===== src/rtl/citadel_pkg.sv =====
// Shared types and constants for the citadel authorization controller:
// FSM state encoding, the reference key and default window timings.
package citadel_pkg;

    typedef enum logic [2:0] {
        ST_IDLE    = 3'd0,
        ST_COLLECT = 3'd1,
        ST_GRANT   = 3'd2,
        ST_FAIL    = 3'd3,
        ST_LOCKOUT = 3'd4,
        ST_BRICK   = 3'd5
    } state_t;

    localparam int KEY_NUM = 4;
    localparam logic [7:0] KEY [KEY_NUM] = '{8'hB6, 8'h5A, 8'hC3, 8'h0F};

    localparam int DEF_KEY_LEN      = 4;
    localparam int DEF_MAX_FAIL     = 3;
    localparam int DEF_LOCK_CYCLES  = 1024;
    localparam int DEF_GRANT_CYCLES = 256;

    // Sequences longer than the stored key reuse it cyclically.
    function automatic logic [7:0] key_at(input int unsigned idx);
        logic [1:0] sel;
        sel = 2'(idx % 32'd4);
        return KEY[sel];
    endfunction

endpackage


===== src/rtl/citadel_window_timer.sv =====
// Down-counter shared by the GRANT and LOCKOUT windows; expire is high
// whenever the count rests at zero.
module citadel_window_timer #(
    parameter int W = 10
) (
    input  logic         clk,
    input  logic         rst_n,
    input  logic         clr,
    input  logic         load,
    input  logic [W-1:0] value,
    output logic         expire
);

    logic [W-1:0] count_r;

    // Clear beats load, load beats decrement; the count holds at zero.
    always_ff @(posedge clk or negedge rst_n) begin
        if (!rst_n) begin
            count_r <= {W{1'b0}};
        end else if (clr) begin
            count_r <= {W{1'b0}};
        end else if (load) begin
            count_r <= value;
        end else if (count_r != {W{1'b0}}) begin
            count_r <= count_r - W'(1'b1);
        end else begin
            count_r <= count_r;
        end
    end

    assign expire = (count_r == {W{1'b0}});

endmodule


===== src/rtl/citadel_auth_ctrl.sv =====
// Key-sequence authorization controller with failure lockout and tamper brick.
// All outputs come straight from registers.
module citadel_auth_ctrl
    import citadel_pkg::*;
#(
    parameter int KEY_LEN      = DEF_KEY_LEN,
    parameter int MAX_FAIL     = DEF_MAX_FAIL,
    parameter int LOCK_CYCLES  = DEF_LOCK_CYCLES,
    parameter int GRANT_CYCLES = DEF_GRANT_CYCLES
) (
    input  logic       clk,
    input  logic       rst_n,
    input  logic       ena,
    input  logic [7:0] key_byte,
    input  logic       key_valid,
    output logic       key_ready,
    input  logic       abort,
    input  logic       tamper,
    output logic [2:0] state_o,
    output logic       unlocked,
    output logic       grant_pulse,
    output logic [1:0] fail_cnt
);

    localparam int WIN_MAX  = (LOCK_CYCLES > GRANT_CYCLES) ? LOCK_CYCLES : GRANT_CYCLES;
    localparam int TMR_W    = (WIN_MAX > 32'sd1) ? $clog2(WIN_MAX) : 32'sd1;
    localparam int IDX_W    = (KEY_LEN > 32'sd2) ? $clog2(KEY_LEN) : 32'sd1;
    localparam int LAST_IDX = KEY_LEN - 32'sd1;

    state_t             state_r;
    logic [IDX_W-1:0]   idx_r;
    logic               match_r;
    logic [1:0]         fail_cnt_r;
    logic               unlocked_r;
    logic               grant_pulse_r;
    logic               key_ready_r;

    logic               accept_s;
    logic               match_upd_s;
    logic               last_s;
    logic [1:0]         fail_inc_s;
    logic               live_s;
    logic               grant_entry_s;
    logic               lock_entry_s;
    logic               tmr_clr_s;
    logic               tmr_load_s;
    logic [TMR_W-1:0]   tmr_value_s;
    logic               tmr_expire_s;

    // Transition decode shared by the sequencer and the window timer.
    always_comb begin
        accept_s      = key_valid && key_ready_r;
        match_upd_s   = match_r && (key_byte == key_at(32'(idx_r)));
        last_s        = (int'(idx_r) == LAST_IDX);
        fail_inc_s    = (fail_cnt_r == 2'd3) ? 2'd3 : (fail_cnt_r + 2'd1);
        live_s        = ena && !tamper;
        grant_entry_s = live_s && (state_r == ST_COLLECT) && !abort
                        && accept_s && last_s && match_upd_s;
        lock_entry_s  = live_s && (state_r == ST_FAIL) && (int'(fail_inc_s) >= MAX_FAIL);
        tmr_load_s    = grant_entry_s || lock_entry_s;
        tmr_value_s   = grant_entry_s ? TMR_W'(GRANT_CYCLES - 32'sd1)
                                      : TMR_W'(LOCK_CYCLES - 32'sd1);
        tmr_clr_s     = !live_s || ((state_r == ST_GRANT) && abort);
    end

    citadel_window_timer #(
        .W(TMR_W)
    ) u_window_timer (
        .clk    (clk),
        .rst_n  (rst_n),
        .clr    (tmr_clr_s),
        .load   (tmr_load_s),
        .value  (tmr_value_s),
        .expire (tmr_expire_s)
    );

    // Main sequencer: ena-low clear outranks tamper, tamper outranks every state.
    always_ff @(posedge clk or negedge rst_n) begin
        if (!rst_n) begin
            state_r       <= ST_IDLE;
            idx_r         <= {IDX_W{1'b0}};
            match_r       <= 1'b0;
            fail_cnt_r    <= 2'd0;
            unlocked_r    <= 1'b0;
            grant_pulse_r <= 1'b0;
            key_ready_r   <= 1'b0;
        end else if (!ena) begin
            state_r       <= ST_IDLE;
            idx_r         <= {IDX_W{1'b0}};
            match_r       <= 1'b0;
            fail_cnt_r    <= 2'd0;
            unlocked_r    <= 1'b0;
            grant_pulse_r <= 1'b0;
            key_ready_r   <= 1'b0;
        end else if (tamper) begin
            state_r       <= ST_BRICK;
            idx_r         <= {IDX_W{1'b0}};
            match_r       <= 1'b0;
            unlocked_r    <= 1'b0;
            grant_pulse_r <= 1'b0;
            key_ready_r   <= 1'b0;
        end else begin
            grant_pulse_r <= 1'b0;
            case (state_r)
                ST_IDLE: begin
                    key_ready_r <= 1'b1;
                    if (accept_s && !abort) begin
                        state_r <= ST_COLLECT;
                        idx_r   <= IDX_W'(1'b1);
                        match_r <= (key_byte == key_at(32'd0));
                    end
                end
                ST_COLLECT: begin
                    if (abort) begin
                        state_r     <= ST_IDLE;
                        idx_r       <= {IDX_W{1'b0}};
                        match_r     <= 1'b0;
                        key_ready_r <= 1'b1;
                    end else if (accept_s && last_s) begin
                        idx_r       <= {IDX_W{1'b0}};
                        match_r     <= 1'b0;
                        key_ready_r <= 1'b0;
                        if (match_upd_s) begin
                            state_r       <= ST_GRANT;
                            unlocked_r    <= 1'b1;
                            grant_pulse_r <= 1'b1;
                            fail_cnt_r    <= 2'd0;
                        end else begin
                            state_r <= ST_FAIL;
                        end
                    end else if (accept_s) begin
                        idx_r       <= idx_r + IDX_W'(1'b1);
                        match_r     <= match_upd_s;
                        key_ready_r <= 1'b1;
                    end else begin
                        key_ready_r <= 1'b1;
                    end
                end
                ST_GRANT: begin
                    if (abort || tmr_expire_s) begin
                        state_r     <= ST_IDLE;
                        unlocked_r  <= 1'b0;
                        key_ready_r <= 1'b1;
                    end else begin
                        key_ready_r <= 1'b0;
                    end
                end
                ST_FAIL: begin
                    fail_cnt_r <= fail_inc_s;
                    if (lock_entry_s) begin
                        state_r     <= ST_LOCKOUT;
                        key_ready_r <= 1'b0;
                    end else begin
                        state_r     <= ST_IDLE;
                        key_ready_r <= 1'b1;
                    end
                end
                ST_LOCKOUT: begin
                    if (tmr_expire_s) begin
                        state_r     <= ST_IDLE;
                        fail_cnt_r  <= 2'd0;
                        key_ready_r <= 1'b1;
                    end else begin
                        key_ready_r <= 1'b0;
                    end
                end
                ST_BRICK: begin
                    unlocked_r  <= 1'b0;
                    key_ready_r <= 1'b0;
                end
                default: begin
                    state_r     <= ST_IDLE;
                    idx_r       <= {IDX_W{1'b0}};
                    match_r     <= 1'b0;
                    unlocked_r  <= 1'b0;
                    key_ready_r <= 1'b0;
                end
            endcase
        end
    end

    assign state_o     = state_r;
    assign unlocked    = unlocked_r;
    assign grant_pulse = grant_pulse_r;
    assign key_ready   = key_ready_r;
    assign fail_cnt    = fail_cnt_r;

endmodule


===== config.mk =====
export PLATFORM = sky130hd
export DESIGN_NAME = citadel_auth_ctrl
export DESIGN_NICKNAME = d
export VERILOG_FILES = /design/src/rtl/citadel_pkg.sv /design/src/rtl/citadel_window_timer.sv /design/src/rtl/citadel_auth_ctrl.sv
export SDC_FILE = /design/constraint.sdc
export NUM_CORES = 1
export LEC_CHECK = 0
export BUFFER_PORTS_ARGS = -buffer_cell sky130_fd_sc_hd__clkbuf_2
export CAP_MARGIN = 20
export CORE_MARGIN = 8
export CORE_UTILIZATION = 45
export DETAILED_ROUTE_END_ITERATION = 10
export HOLD_SLACK_MARGIN = 0.02
export PLACE_DENSITY_LB_ADDON = 0.3
export SYNTH_ARGS = -nofsm -noshare
export SYNTH_HDL_FRONTEND = slang
export SYNTH_HIERARCHICAL = 1
export SYNTH_SLANG_ARGS = --single-unit
export TNS_END_PERCENT = 1

===== constraint.sdc =====
create_clock -name clk -period 6.7 [get_ports clk]
set_input_delay 1.34 -clock clk [delete_from_list [all_inputs] [get_ports clk]]
set_output_delay 1.34 -clock clk [all_outputs]
set_load 0.005 [all_outputs]

==> results of run 1 <==
## routing by layer
| metal | vias to the layer above | GRT usage, % | wire, um |
|---|---|---|---|
| met5 | - | 0 | 0 |
| met4 | 0 | 7.095 | 77 |
| met3 | 8 | 2.561 | 181 |
| met2 | 27 | 23.73 | 1727 |
| met1 | 614 | 16.19 | 1474 |
| li1 | 680 | - | - |
## through the flow
stage                     instances  hold slack, ns  power (W)  instance area, um2
after CTS                       246          0.5626  0.0005930                1687
after detailed placement        242          0.5455  0.0005271                1660
after floorplan                 181          0.5123  0.0004703                1545
final                           246          0.5567  0.0005923                1687
after global placement          242          0.5415  0.0005194                1660
after global routing            246          0.6036  0.0006491                1687
## worst max-delay path, cell delays in order
cell	delay (ns)
sky130_fd_sc_hd__clkbuf_2	0.10
sky130_fd_sc_hd__and3b_1	0.21
sky130_fd_sc_hd__o2111ai_1	0.17
sky130_fd_sc_hd__nor3_2	0.33
sky130_fd_sc_hd__nand2_1	0.09
sky130_fd_sc_hd__a21oi_1	0.53
sky130_fd_sc_hd__inv_1	0.38
sky130_fd_sc_hd__a311oi_1	0.33
## state kept, by name (all words and copies together), names as in the netlist
signal	cells
u_window_timer/count_r	10
idx_r	2
fail_cnt	2
state_o	3
key_ready	1
match_r	1
grant_pulse	1
unlocked	1
## power by group through the flow
stage / Combinational [W] / Clock (W) / Sequential, W
detailed placement: 0.000334 / 0 / 0.000193
global route: 0.000381 / 0.0000704 / 0.000198
finish: 0.000338 / 0.0000615 / 0.000192
CTS: 0.000336 / 0.0000652 / 0.000191
floorplan: 0.000290 / 0 / 0.000181
global placement: 0.000327 / 0 / 0.000192
## cell usage after synthesis, types with 2 or more instances
cell / instances
sky130_fd_sc_hd__a21oi_1: 17
sky130_fd_sc_hd__dfrtp_1: 21
sky130_fd_sc_hd__nor2_1: 18
sky130_fd_sc_hd__a211oi_1: 8
sky130_fd_sc_hd__nand3b_1: 2
sky130_fd_sc_hd__nand2_1: 12
sky130_fd_sc_hd__o31ai_1: 2
sky130_fd_sc_hd__and3b_1: 3
sky130_fd_sc_hd__buf_6: 3
sky130_fd_sc_hd__nor3_2: 2
sky130_fd_sc_hd__ha_1: 4
sky130_fd_sc_hd__o211ai_1: 2
sky130_fd_sc_hd__o22ai_1: 2
sky130_fd_sc_hd__nand3_1: 5
sky130_fd_sc_hd__and2b_4: 2
sky130_fd_sc_hd__xor2_1: 4
sky130_fd_sc_hd__inv_1: 13
sky130_fd_sc_hd__nand2b_1: 7
sky130_fd_sc_hd__buf_2: 2
sky130_fd_sc_hd__xnor2_1: 2
sky130_fd_sc_hd__nor3_1: 6
sky130_fd_sc_hd__nor3b_1: 3
sky130_fd_sc_hd__o21ai_0: 3
sky130_fd_sc_hd__nor4_1: 4
## kinds of logic (layout without fill, tap and decap cells)
family / Yosys count / count (layout) / synth area share [%]
xor+xnor: 6 / 6 / 3.460
mux: 2 / 2 / 1.647
other cells: 1 / 8 / 0.2469
simple gates: 72 / 72 / 28.17
buf+inv: 20 / 39 / 6.672
fa+ha+maj: 4 / 4 / 3.295
flops: 21 / 21 / 34.60
compound gates: 48 / 48 / 21.91
## cell type report
type / instances / area (um2) / area share (%)
tap: 46 / 57.56 / 3.412
inverter: 14 / 53.80 / 3.190
multi-input combinational: 140 / 918.4 / 54.45
timing repair buffer: 21 / 105.1 / 6.231
clock buffer: 4 / 26.28 / 1.558
sequential: 21 / 525.5 / 31.16
## path summary, 6_finish.rpt
path,from,to,slack [ns],cells past startpoint
max reg2reg,idx_r[0],u_window_timer/count_r[4],3.73,9
min,match_r,match_r,0.56,2
max in group asynchronous,rst_n,state_o[0],5.36,1
min reg2reg,match_r,match_r,0.56,2
max,key_byte[2],u_window_timer/count_r[4],3.43,8
min in group asynchronous,rst_n,unlocked,0.99,1
## cells in the final DEF (no fill, tap or decap), drive strengths merged, types with 2 or more instances in the layout
cell type / synthesis / routed
nor3: 8 / 8
nand3: 5 / 5
xor2: 4 / 4
and2b: 3 / 3
nand3b: 2 / 2
dfrtp: 21 / 21
and3b: 3 / 3
nor3b: 3 / 3
o21ai: 4 / 4
clkbuf: 1 / 25
nor4: 4 / 4
o211ai: 2 / 2
nand2: 12 / 12
ha: 4 / 4
nand2b: 7 / 7
o22ai: 2 / 2
xnor2: 2 / 2
o31ai: 2 / 2
inv: 13 / 13
a211oi: 8 / 8
nor2: 18 / 18
conb: 1 / 8
a21oi: 17 / 17
==> flow_results.xml, run 1 <==
<?xml version="1.0" encoding="UTF-8"?>
<metrics>
  <group name="finish">
    <metric name="area_growth_syn_to_layout" unit="%">11.04</metric>
    <metric name="num_antenna_cells" unit="">0</metric>
    <metric name="layout-drive-gt1-share" unit="%">18.50</metric>
    <metric name="final_core_utilization" unit="%">51.35</metric>
    <metric name="finalNetCount" unit="">219</metric>
    <metric name="fillCellCount" unit="">325</metric>
  </group>
  <group name="pwr">
    <metric name="netSwitchingPower" unit="W">0.0002631</metric>
    <metric name="p_clk_share" unit="%">10.4</metric>
    <metric name="power.share.switching" unit="%">44.42</metric>
    <metric name="ir_worst_vdd" unit="mV">0.2470</metric>
    <metric name="gate_power_share" unit="%">57.1</metric>
    <metric name="power_report.internal_total" unit="W">0.0003292</metric>
    <metric name="seq_power_share" unit="%">32.5</metric>
    <metric name="p_leak" unit="nW">0.7679</metric>
    <metric name="power_density" unit="mW/mm2">351.2</metric>
  </group>
  <group name="clock_network">
    <metric name="tritoncts_clock_tree" unit="">done</metric>
    <metric name="post-cts-setup-buffer-count" unit="">0</metric>
    <metric name="worstSkewPairLatency" unit="ns">0.30</metric>
    <metric name="cts_hold_repair.buffers" unit="">0</metric>
    <metric name="cts_sinks" unit="">21</metric>
    <metric name="cts_made_buffers" unit="">3</metric>
    <metric name="cts_root_buffer" unit="">sky130_fd_sc_hd__clkbuf_4</metric>
    <metric name="cts_htree_levels" unit="">1</metric>
    <metric name="cts.clk_slew.worst_paths" unit="ns">0.11</metric>
    <metric name="max-clock-path-buffers" unit="">2</metric>
    <metric name="post_cts_sizing_count" unit="">0</metric>
  </group>
  <group name="synthesis">
    <metric name="ys.warnings.count" unit="">6</metric>
    <metric name="post_synth_num_cell_types" unit="">51</metric>
    <metric name="ys.flop_type" unit="">sky130_fd_sc_hd__dfrtp_1</metric>
    <metric name="mappedNetlistArea" unit="mm2">0.001519</metric>
    <metric name="synth_top_cell_area_share" unit="%">34.60</metric>
    <metric name="yosys-top-cells-area" unit="">sky130_fd_sc_hd__dfrtp_1 35%, sky130_fd_sc_hd__a21oi_1 5.6%, sky130_fd_sc_hd__nor2_1 4.4%, sky130_fd_sc_hd__a211oi_1 4.0%, sky130_fd_sc_hd__ha_1 3.3%</metric>
    <metric name="postSynthAreaPerCell" unit="um2">8.730</metric>
    <metric name="synth-edff-count" unit="">0</metric>
    <metric name="postSynthCellCount" unit="">174</metric>
    <metric name="async_reset_ff_share" unit="%">100.0</metric>
    <metric name="yosysSeqAreaShare" unit="%">34.60</metric>
    <metric name="synth.largest_area_cell" unit="">sky130_fd_sc_hd__dfrtp_1</metric>
    <metric name="ys_ff_latch" unit="">21</metric>
  </group>
  <group name="drt">
    <metric name="count_of_tritonroute_iterations_in_the_first_routing_pass" unit="">4</metric>
    <metric name="final_antenna_net_count" unit="">0</metric>
    <metric name="finalWirelength" unit="um">3461</metric>
    <metric name="route.detailed.drc" unit="">0</metric>
    <metric name="via_count" unit="">1329</metric>
    <metric name="drt_iter0_drc" unit="">82</metric>
    <metric name="via_per_inst" unit="">5.402</metric>
    <metric name="detail_route.wl_per_cell" unit="um">14.07</metric>
  </group>
  <group name="die">
    <metric name="floorplan.core_area" unit="mm2">0.003284</metric>
    <metric name="die_width" unit="um">74.10</metric>
    <metric name="initial_utilization" unit="%">46.25</metric>
    <metric name="floorplan.die.height" unit="um">74.10</metric>
    <metric name="std_cell_rows" unit="">21</metric>
    <metric name="ioPinCount" unit="">22</metric>
    <metric name="total_die_area" unit="mm2">0.005491</metric>
  </group>
  <group name="timing">
    <metric name="max_freq" unit="GHz">0.3056</metric>
    <metric name="final.setup.tns" unit="ns">0</metric>
    <metric name="finClkSkew" unit="ns">0.0005085</metric>
    <metric name="post-route-worst-setup-slack" unit="ns">3.428</metric>
    <metric name="timing.final.max_slew_violations" unit="">0</metric>
    <metric name="timing.final.crit_period" unit="ns">3.272</metric>
    <metric name="tightest_slew" unit="ns">0.6503</metric>
    <metric name="report.final.hold_viol_count" unit="">0</metric>
    <metric name="setup_viol_count_final" unit="">0</metric>
    <metric name="layout_worst_path_cycle_share" unit="%">48.84</metric>
    <metric name="grt_setup_unrepaired" unit="">no</metric>
    <metric name="timing.slew.headroom" unit="%">56.65</metric>
  </group>
  <group name="setup_path">
    <metric name="setup.worst_path.start_class" unit="">input port</metric>
    <metric name="worst_ep_arrival_time" unit="ns">3.48</metric>
    <metric name="critical_path.endpoint_type" unit="">flop</metric>
    <metric name="critPathRequiredTime" unit="ns">6.91</metric>
    <metric name="crit_fanout" unit="">13</metric>
    <metric name="timing.setup.critical_path_class" unit="">in -&gt; reg</metric>
  </group>
  <group name="placed_design">
    <metric name="detailedPlace.worstSlack" unit="ns">3.097</metric>
    <metric name="io_buffer_count" unit="">21</metric>
    <metric name="dp_hpwl" unit="um">2700</metric>
    <metric name="gp_congestion" unit="">0.9244</metric>
  </group>
  <group name="global_routing">
    <metric name="grt_start_max_net_pins" unit="">22</metric>
    <metric name="grt_first_pass_wirelength" unit="um">6058</metric>
    <metric name="gr-usage-all-layers" unit="%">13.92</metric>
    <metric name="grt_antenna_before_repair" unit="">0</metric>
    <metric name="sum_of_overflow_across_all_layers_after_global_routing" unit="">0</metric>
    <metric name="via_count_of_the_first_global_routing_pass" unit="">1388</metric>
  </group>
  <group name="min_path">
    <metric name="timing.hold.worst.class" unit="">reg -&gt; reg</metric>
  </group>
  <group name="outcome">
    <metric name="result_of_the_run" unit="">complete, no violations</metric>
  </group>
  <group name="job">
    <metric name="drv_cap" unit="">0</metric>
  </group>
</metrics>
No activity file was read; power rests on OpenSTA's default activity.
==> inputs of run 2 (changes only) <==
--- a/config.mk
+++ b/config.mk
@@ -5,6 +5,7 @@
 export SDC_FILE = /design/constraint.sdc
 export NUM_CORES = 1
 export LEC_CHECK = 0
+export ABC_AREA = 1
 export BUFFER_PORTS_ARGS = -buffer_cell sky130_fd_sc_hd__clkbuf_2
 export CAP_MARGIN = 20
 export CORE_MARGIN = 8
==> constraint.sdc (replaced) <==
create_clock -name clk -period 2.8 [get_ports clk]
set_input_delay 0.56 -clock clk [delete_from_list [all_inputs] [get_ports clk]]
set_output_delay 0.56 -clock clk [all_outputs]
set_load 0.005 [all_outputs]
==> run 2 against run 1 <==
Net effect: synthesized cell count up 47%; hold slack worse by 0.29 ns; die area grew 10%; core utilization increased by 1.6 points; sequential power rose by 93%; critical path type is now reg -> reg; critical path depth is 7 higher; clock skew is 0.0022 ns higher; sequential cell count unchanged; synthesized area increased by 13%; register-to-register slack got worse by 3.4 ns; clock power rose to 3.2 times the previous value; sequential share of layout area decreased by 4.0 points.
==> flow_results.xml, run 2 <==
<?xml version="1.0" encoding="UTF-8"?>
<metrics>
  <group name="global_routing">
    <metric name="gr-usage-all-layers" unit="%">12.44</metric>
    <metric name="grt_antenna_before_repair" unit="">0</metric>
    <metric name="via_count_of_the_first_global_routing_pass" unit="">1504</metric>
    <metric name="grt_first_pass_wirelength" unit="um">6548</metric>
    <metric name="grt_start_max_net_pins" unit="">22</metric>
    <metric name="sum_of_overflow_across_all_layers_after_global_routing" unit="">0</metric>
  </group>
  <group name="clock_network">
    <metric name="tritoncts_clock_tree" unit="">done</metric>
    <metric name="cts.clk_slew.worst_paths" unit="ns">0.08</metric>
    <metric name="cts_hold_repair.buffers" unit="">0</metric>
    <metric name="post-cts-setup-buffer-count" unit="">0</metric>
    <metric name="worstSkewPairLatency" unit="ns">0.25</metric>
    <metric name="max-clock-path-buffers" unit="">2</metric>
    <metric name="cts_sinks" unit="">21</metric>
    <metric name="cts_htree_levels" unit="">1</metric>
    <metric name="post_cts_sizing_count" unit="">0</metric>
    <metric name="cts_root_buffer" unit="">sky130_fd_sc_hd__clkbuf_8</metric>
    <metric name="cts_made_buffers" unit="">3</metric>
  </group>
  <group name="finish">
    <metric name="layout.cells.most_common_list" unit="">69 x sky130_fd_sc_hd__nand2_1, 39 x sky130_fd_sc_hd__nor2_1, 29 x sky130_fd_sc_hd__inv_1</metric>
    <metric name="final_core_utilization" unit="%">52.91</metric>
    <metric name="post_layout_nonfiller_instances" unit="">334</metric>
    <metric name="layout-drive-gt1-share" unit="%">20.63</metric>
    <metric name="design_area" unit="mm2">0.001937</metric>
    <metric name="num_antenna_cells" unit="">0</metric>
    <metric name="largest_register_ff_count" unit="">10</metric>
    <metric name="finalNetCount" unit="">305</metric>
    <metric name="layout_commonest_cell" unit="">sky130_fd_sc_hd__nand2_1</metric>
    <metric name="max_flop_register" unit="">u_window_timer/count_r</metric>
    <metric name="area_growth_syn_to_layout" unit="%">12.66</metric>
  </group>
  <group name="synthesis">
    <metric name="yosysSeqAreaShare" unit="%">30.57</metric>
    <metric name="post-synth-top-count-cell" unit="">sky130_fd_sc_hd__nand2_1</metric>
    <metric name="mappedNetlistArea" unit="mm2">0.001719</metric>
    <metric name="synth.largest_area_cell" unit="">sky130_fd_sc_hd__dfrtp_1</metric>
    <metric name="yosys-top-cells-area" unit="">sky130_fd_sc_hd__dfrtp_1 31%, sky130_fd_sc_hd__nand2_1 15%, sky130_fd_sc_hd__nor2_1 8.5%, sky130_fd_sc_hd__inv_1 6.3%, sky130_fd_sc_hd__nand3_1 5.8%</metric>
    <metric name="postSynthCellCount" unit="">256</metric>
    <metric name="async_reset_ff_share" unit="%">100.0</metric>
    <metric name="ys_ff_latch" unit="">21</metric>
    <metric name="post_synth_num_cell_types" unit="">37</metric>
    <metric name="postSynthAreaPerCell" unit="um2">6.715</metric>
    <metric name="ys.warnings.count" unit="">6</metric>
    <metric name="synth_top_cell_area_share" unit="%">30.57</metric>
    <metric name="synth-edff-count" unit="">0</metric>
    <metric name="synthTopCellsByCount" unit="">69 x sky130_fd_sc_hd__nand2_1, 39 x sky130_fd_sc_hd__nor2_1, 29 x sky130_fd_sc_hd__inv_1</metric>
    <metric name="ys.flop_type" unit="">sky130_fd_sc_hd__dfrtp_1</metric>
  </group>
  <group name="setup_path">
    <metric name="critical_path.endpoint_type" unit="">flop</metric>
    <metric name="critical-path-max-stage-delay" unit="ns">0.46</metric>
    <metric name="crit_fanout" unit="">13</metric>
    <metric name="crit_path_cell_trace" unit="">inv_2 &gt; ha_1 &gt; nand2_1 &gt; inv_1 &gt; nor2_1 &gt; nand2_1 &gt; nor2_1 &gt; nand2_1 &gt; nor2_1 &gt; nand2_1 &gt; nand2_1 &gt; inv_2 &gt; or2_2 &gt; nand3_1 &gt; nor2_1</metric>
    <metric name="critical-path-slowest-cell" unit="">sky130_fd_sc_hd__dfrtp_1</metric>
    <metric name="timing.setup.critical_path_class" unit="">reg -&gt; reg</metric>
    <metric name="setup.worst_path.start_class" unit="">flop</metric>
    <metric name="crit_top_cell" unit="">sky130_fd_sc_hd__nand2_1</metric>
    <metric name="critPathRequiredTime" unit="ns">2.95</metric>
    <metric name="worst_ep_arrival_time" unit="ns">2.64</metric>
  </group>
  <group name="pwr">
    <metric name="gate_power_share" unit="%">44.3</metric>
    <metric name="power.share.switching" unit="%">41.34</metric>
    <metric name="ir_worst_vdd" unit="mV">0.2926</metric>
    <metric name="p_leak" unit="nW">1.059</metric>
    <metric name="power_density" unit="mW/mm2">526.9</metric>
    <metric name="seq_power_share" unit="%">36.3</metric>
    <metric name="power_report.internal_total" unit="W">0.0005986</metric>
    <metric name="netSwitchingPower" unit="W">0.0004219</metric>
    <metric name="p_clk_share" unit="%">19.5</metric>
  </group>
  <group name="drt">
    <metric name="route.detailed.drc" unit="">0</metric>
    <metric name="via_count" unit="">1605</metric>
    <metric name="final_antenna_net_count" unit="">0</metric>
    <metric name="drt_iter0_drc" unit="">88</metric>
    <metric name="detail_route.wl_per_cell" unit="um">10.96</metric>
    <metric name="finalWirelength" unit="um">3660</metric>
    <metric name="count_of_tritonroute_iterations_in_the_first_routing_pass" unit="">4</metric>
    <metric name="via_per_inst" unit="">4.805</metric>
  </group>
  <group name="placed_design">
    <metric name="post_dp_cell_area" unit="mm2">0.001892</metric>
    <metric name="dp_hpwl" unit="um">2961</metric>
    <metric name="io_buffer_count" unit="">21</metric>
    <metric name="gp_congestion" unit="">0.9253</metric>
    <metric name="place_inst" unit="">330</metric>
  </group>
  <group name="timing">
    <metric name="timing.final.max_slew_violations" unit="">0</metric>
    <metric name="timing.final.crit_period" unit="ns">2.487</metric>
    <metric name="timing.slew.headroom" unit="%">63.50</metric>
    <metric name="setup_viol_count_final" unit="">0</metric>
    <metric name="layout_worst_path_cycle_share" unit="%">88.82</metric>
    <metric name="report.final.hold_viol_count" unit="">0</metric>
    <metric name="finClkSkew" unit="ns">0.002661</metric>
    <metric name="max_freq" unit="GHz">0.4021</metric>
    <metric name="grt_setup_unrepaired" unit="">no</metric>
    <metric name="tightest_slew" unit="ns">0.5433</metric>
    <metric name="final.setup.tns" unit="ns">0</metric>
    <metric name="final.hold.worst_slack" unit="ns">0.2716</metric>
  </group>
  <group name="min_path">
    <metric name="timing.hold.worst.class" unit="">in -&gt; async</metric>
  </group>
  <group name="die">
    <metric name="total_die_area" unit="mm2">0.006054</metric>
    <metric name="floorplan.core_area" unit="mm2">0.003661</metric>
    <metric name="std_cell_rows" unit="">22</metric>
    <metric name="ioPinCount" unit="">22</metric>
    <metric name="initial_utilization" unit="%">46.96</metric>
    <metric name="die_width" unit="um">77.81</metric>
    <metric name="floorplan.die.height" unit="um">77.81</metric>
  </group>
  <group name="job">
    <metric name="drv_cap" unit="">0</metric>
  </group>
  <group name="outcome">
    <metric name="result_of_the_run" unit="">complete, no violations</metric>
  </group>
</metrics>
## run 2: power groups by stage
stage | clock network, W | logic, W | registers (W)
3_3_place_gp | 0 | 0.000450 | 0.000376
5_1_grt | 0.000216 | 0.000520 | 0.000375
4_1_cts | 0.000205 | 0.000452 | 0.000370
3_5_place_dp | 0 | 0.000450 | 0.000376
2_1_floorplan | 0 | 0.000350 | 0.000371
6_report | 0.000199 | 0.000452 | 0.000370
## run 2: per-stage QoR
stage,worst slack [ns],power (W)
2_1_floorplan,0.6746,0.0007212
3_3_place_gp,0.4458,0.0008257
3_5_place_dp,0.3318,0.0008258
4_1_cts,0.3037,0.001027
5_1_grt,0.1089,0.001111
6_report,0.3130,0.001021
## run 2: worst paths after layout
path,from,endpoint,slack [ns],cells past startpoint
hold reg to reg,match_r,match_r,0.49,2
setup reg to reg,idx_r[0],u_window_timer/count_r[9],0.31,15
hold / removal,rst_n,state_o[0],0.27,1
min in group clk,match_r,match_r,0.49,2
max in group asynchronous,rst_n,u_window_timer/count_r[9],2.17,1
setup / recovery,idx_r[0],u_window_timer/count_r[9],0.31,15
## run 2: final cells by class
cell class              count  area, um2
fillers                   378       1724
multi-input cells         202       1059
flip-flops and latches     21      525.5
inverters                  38      142.6
repair buffers             21      105.1
well taps                  48      60.06
clock buffers               4      45.04
## run 2: cells by family (layout without fill, tap and decap cells)
logic type                 count (synthesis)  after routing  share of synthesized area [%]
AOI/OAI and AO/OA                         30             30                          10.63
xor gates and xnor gates                   1              1                         0.5096
adders and majority gates                  4              4                          2.911
buffers and inverters                     40             63                          9.388
DFF                                       21             21                          30.57
other                                      1              8                         0.2181
and+or+nand+nor                          159            159                          45.78
## run 2: worst max-delay path, delay by kind of cell, from the launching register on
kind | cells | cell delay (ns)
and+or+nand+nor | 11 | 1.31
DFF | 1 | 0.46
adders and majority gates | 1 | 0.36
buffers and inverters | 3 | 0.26
## run 2: metal layers
layer  routed length, um  GRT usage, %  vias up
met3                 158         2.535        2
met4                  16         2.830        0
met5                   0             0        -
li1                    -             -      864
met2                1619         19.47       28
met1                1866         17.04      711
==> inputs of run 3 (changes only) <==
--- a/config.mk
+++ b/config.mk
@@ -5,7 +5,6 @@
 export SDC_FILE = /design/constraint.sdc
 export NUM_CORES = 1
 export LEC_CHECK = 0
-export ABC_AREA = 1
 export BUFFER_PORTS_ARGS = -buffer_cell sky130_fd_sc_hd__clkbuf_2
 export CAP_MARGIN = 20
 export CORE_MARGIN = 8
==> run 3 against run 2 <==
Net effect: cell area is 11% lower; worst setup slack worse by 0.14 ns; critical path depth is 6 lower; fmax is 5.2% lower; highest routed layer unchanged.
==> flow_results.xml, run 3 (same netlist as run 1, synthesis figures left out) <==
<?xml version="1.0" encoding="UTF-8"?>
<metrics>
  <group name="outcome">
    <metric name="result_of_the_run" unit="">complete, no violations</metric>
  </group>
  <group name="pwr">
    <metric name="ir_worst_vdd" unit="mV">0.5553</metric>
    <metric name="power_density" unit="mW/mm2">844.6</metric>
    <metric name="p_leak" unit="nW">0.7876</metric>
  </group>
  <group name="drt">
    <metric name="count_of_tritonroute_iterations_in_the_first_routing_pass" unit="">4</metric>
    <metric name="via_count" unit="">1376</metric>
    <metric name="drt_iter0_drc" unit="">160</metric>
    <metric name="via_per_inst" unit="">5.526</metric>
    <metric name="detail_route.wl_per_cell" unit="um">14.12</metric>
    <metric name="finalWirelength" unit="um">3517</metric>
    <metric name="final_antenna_net_count" unit="">0</metric>
    <metric name="route.detailed.drc" unit="">0</metric>
  </group>
  <group name="finish">
    <metric name="area_growth_syn_to_layout" unit="%">12.93</metric>
    <metric name="num_antenna_cells" unit="">0</metric>
    <metric name="max_flop_register" unit="">u_window_timer/count_r</metric>
    <metric name="finalNetCount" unit="">222</metric>
    <metric name="largest_register_ff_count" unit="">10</metric>
    <metric name="layout-drive-gt1-share" unit="%">20.69</metric>
    <metric name="layout.cells.most_common_list" unit="">21 x sky130_fd_sc_hd__dfrtp_1, 21 x sky130_fd_sc_hd__clkbuf_2, 18 x sky130_fd_sc_hd__nor2_1</metric>
    <metric name="post_layout_nonfiller_instances" unit="">249</metric>
  </group>
  <group name="clock_network">
    <metric name="cts_made_buffers" unit="">3</metric>
    <metric name="cts_htree_levels" unit="">1</metric>
    <metric name="tritoncts_clock_tree" unit="">done</metric>
    <metric name="cts_root_buffer" unit="">sky130_fd_sc_hd__clkbuf_4</metric>
    <metric name="worstSkewPairLatency" unit="ns">0.31</metric>
    <metric name="cts_sinks" unit="">21</metric>
    <metric name="max-clock-path-buffers" unit="">2</metric>
    <metric name="post-cts-setup-buffer-count" unit="">0</metric>
    <metric name="cts.clk_slew.worst_paths" unit="ns">0.13</metric>
  </group>
  <group name="timing">
    <metric name="report.final.hold_viol_count" unit="">0</metric>
    <metric name="grt_setup_unrepaired" unit="">no</metric>
    <metric name="post-route-worst-setup-slack" unit="ns">0.1768</metric>
    <metric name="timing.final.max_slew_violations" unit="">0</metric>
    <metric name="setup_viol_count_final" unit="">0</metric>
    <metric name="timing.slew.headroom" unit="%">64.23</metric>
    <metric name="timing.final.crit_period" unit="ns">2.623</metric>
    <metric name="max_freq" unit="GHz">0.3812</metric>
    <metric name="finClkSkew" unit="ns">0.01024</metric>
    <metric name="tightest_slew" unit="ns">0.5366</metric>
    <metric name="final.setup.tns" unit="ns">0</metric>
    <metric name="layout_worst_path_cycle_share" unit="%">93.68</metric>
  </group>
  <group name="placed_design">
    <metric name="dp_hpwl" unit="um">2649</metric>
    <metric name="io_buffer_count" unit="">21</metric>
    <metric name="place_inst" unit="">245</metric>
    <metric name="detailedPlace.worstSlack" unit="ns">0.1848</metric>
    <metric name="gp_congestion" unit="">0.9126</metric>
  </group>
  <group name="setup_path">
    <metric name="setup.reg_to_reg.worst_slack" unit="ns">0.18</metric>
    <metric name="critPathRequiredTime" unit="ns">3.01</metric>
    <metric name="crit_path_end" unit="">fail_cnt[0]</metric>
    <metric name="reg2regPathDepth" unit="">9</metric>
    <metric name="r2r_end" unit="">fail_cnt[0]</metric>
    <metric name="crit_fanout" unit="">6</metric>
    <metric name="critical_path.endpoint_type" unit="">flop</metric>
    <metric name="timing.setup.critical_path_class" unit="">reg -&gt; reg</metric>
    <metric name="worst_ep_arrival_time" unit="ns">2.84</metric>
    <metric name="crit_path_start" unit="">u_window_timer/count_r[0]</metric>
    <metric name="setup.worst_path.start_class" unit="">flop</metric>
    <metric name="launch_point_of_the_worst_reg_to_reg_path" unit="">u_window_timer/count_r[0]</metric>
  </group>
  <group name="global_routing">
    <metric name="gr-usage-all-layers" unit="%">13.93</metric>
    <metric name="grt_first_pass_wirelength" unit="um">6092</metric>
    <metric name="grt_start_max_net_pins" unit="">22</metric>
    <metric name="sum_of_overflow_across_all_layers_after_global_routing" unit="">0</metric>
    <metric name="via_count_of_the_first_global_routing_pass" unit="">1392</metric>
    <metric name="grt_antenna_before_repair" unit="">0</metric>
  </group>
  <group name="die">
    <metric name="floorplan.core_area" unit="mm2">0.003284</metric>
    <metric name="total_die_area" unit="mm2">0.005491</metric>
    <metric name="std_cell_rows" unit="">21</metric>
    <metric name="ioPinCount" unit="">22</metric>
    <metric name="initial_utilization" unit="%">46.25</metric>
    <metric name="floorplan.die.height" unit="um">74.10</metric>
    <metric name="die_width" unit="um">74.10</metric>
  </group>
  <group name="job">
    <metric name="drv_cap" unit="">0</metric>
  </group>
  <group name="min_path">
    <metric name="timing.hold.worst.class" unit="">in -&gt; async</metric>
  </group>
</metrics>
run 3: routing by layer:
layer  up-vias  wire [um]  track usage, %
li1        681          -               -
met1       655       1539           15.99
met2        36       1757           24.61
met3         4        182           2.561
met4         0         39           5.765
met5         -          0               0
run 3: worst max-delay path, stage by stage, from the launching register on:
cell and delay [ns]:
sky130_fd_sc_hd__dfrtp_1 0.42, sky130_fd_sc_hd__inv_1 0.08, sky130_fd_sc_hd__ha_1 0.18, sky130_fd_sc_hd__or4b_1 0.46, sky130_fd_sc_hd__or3_4 0.42, sky130_fd_sc_hd__clkinv_2 0.11
sky130_fd_sc_hd__a32oi_1 0.14, sky130_fd_sc_hd__o31ai_2 0.26, sky130_fd_sc_hd__a21o_1 0.15, sky130_fd_sc_hd__mux2_4 0.30
run 3: worst min path at each step:
| stage | startpoint | to | slack, ns | depth (start not counted) |
|---|---|---|---|---|
| 3_5_place_dp | match_r | match_r | 0.54 | 2 |
| 3_3_place_gp | match_r | match_r | 0.53 | 2 |
| 4_1_cts | rst_n | state_o[2] | 0.22 | 1 |
| 2_1_floorplan | rst_n | fail_cnt[0] | 0.26 | 0 |
| 6_report | rst_n | state_o[2] | 0.20 | 1 |
| 5_1_grt | rst_n | state_o[2] | 0.23 | 1 |
run 3: layout make-up:
| class | instances | area (um2) |
|---|---|---|
| Sequential cell | 21 | 525.5 |
| Clock inverter | 1 | 5.005 |
| Fill cell | 323 | 1569 |
| Tap cell | 46 | 57.56 |
| Timing Repair Buffer | 24 | 127.6 |
| Clock buffer | 3 | 22.52 |
| Multi-Input combinational cell | 140 | 923.4 |
| Inverter | 14 | 53.80 |
run 3: per-stage QoR:
step	total power (W)	util (%)	cell area (um2)	hold WS [ns]
floorplan	0.001125	-	1545	0.2644
global placement	0.001261	51.24	1683	0.5340
detailed placement	0.001289	51.24	1683	0.5416
CTS	0.001452	52.08	1710	0.2170
global route	0.001587	52.23	1715	0.2333
finish	0.001449	52.23	1715	0.1991
run 3: timing repair:
item	CTS	global route
setup endpoints to repair	0	1
hold buffers	0	0
gates resized for setup	0	1
run 3: power breakdown:
group	switching, W	internal, W
clock	0.0000986	0.0000533
combinational	0.000455	0.000382
sequential	0.0000867	0.000373
total	0.000641	0.000808
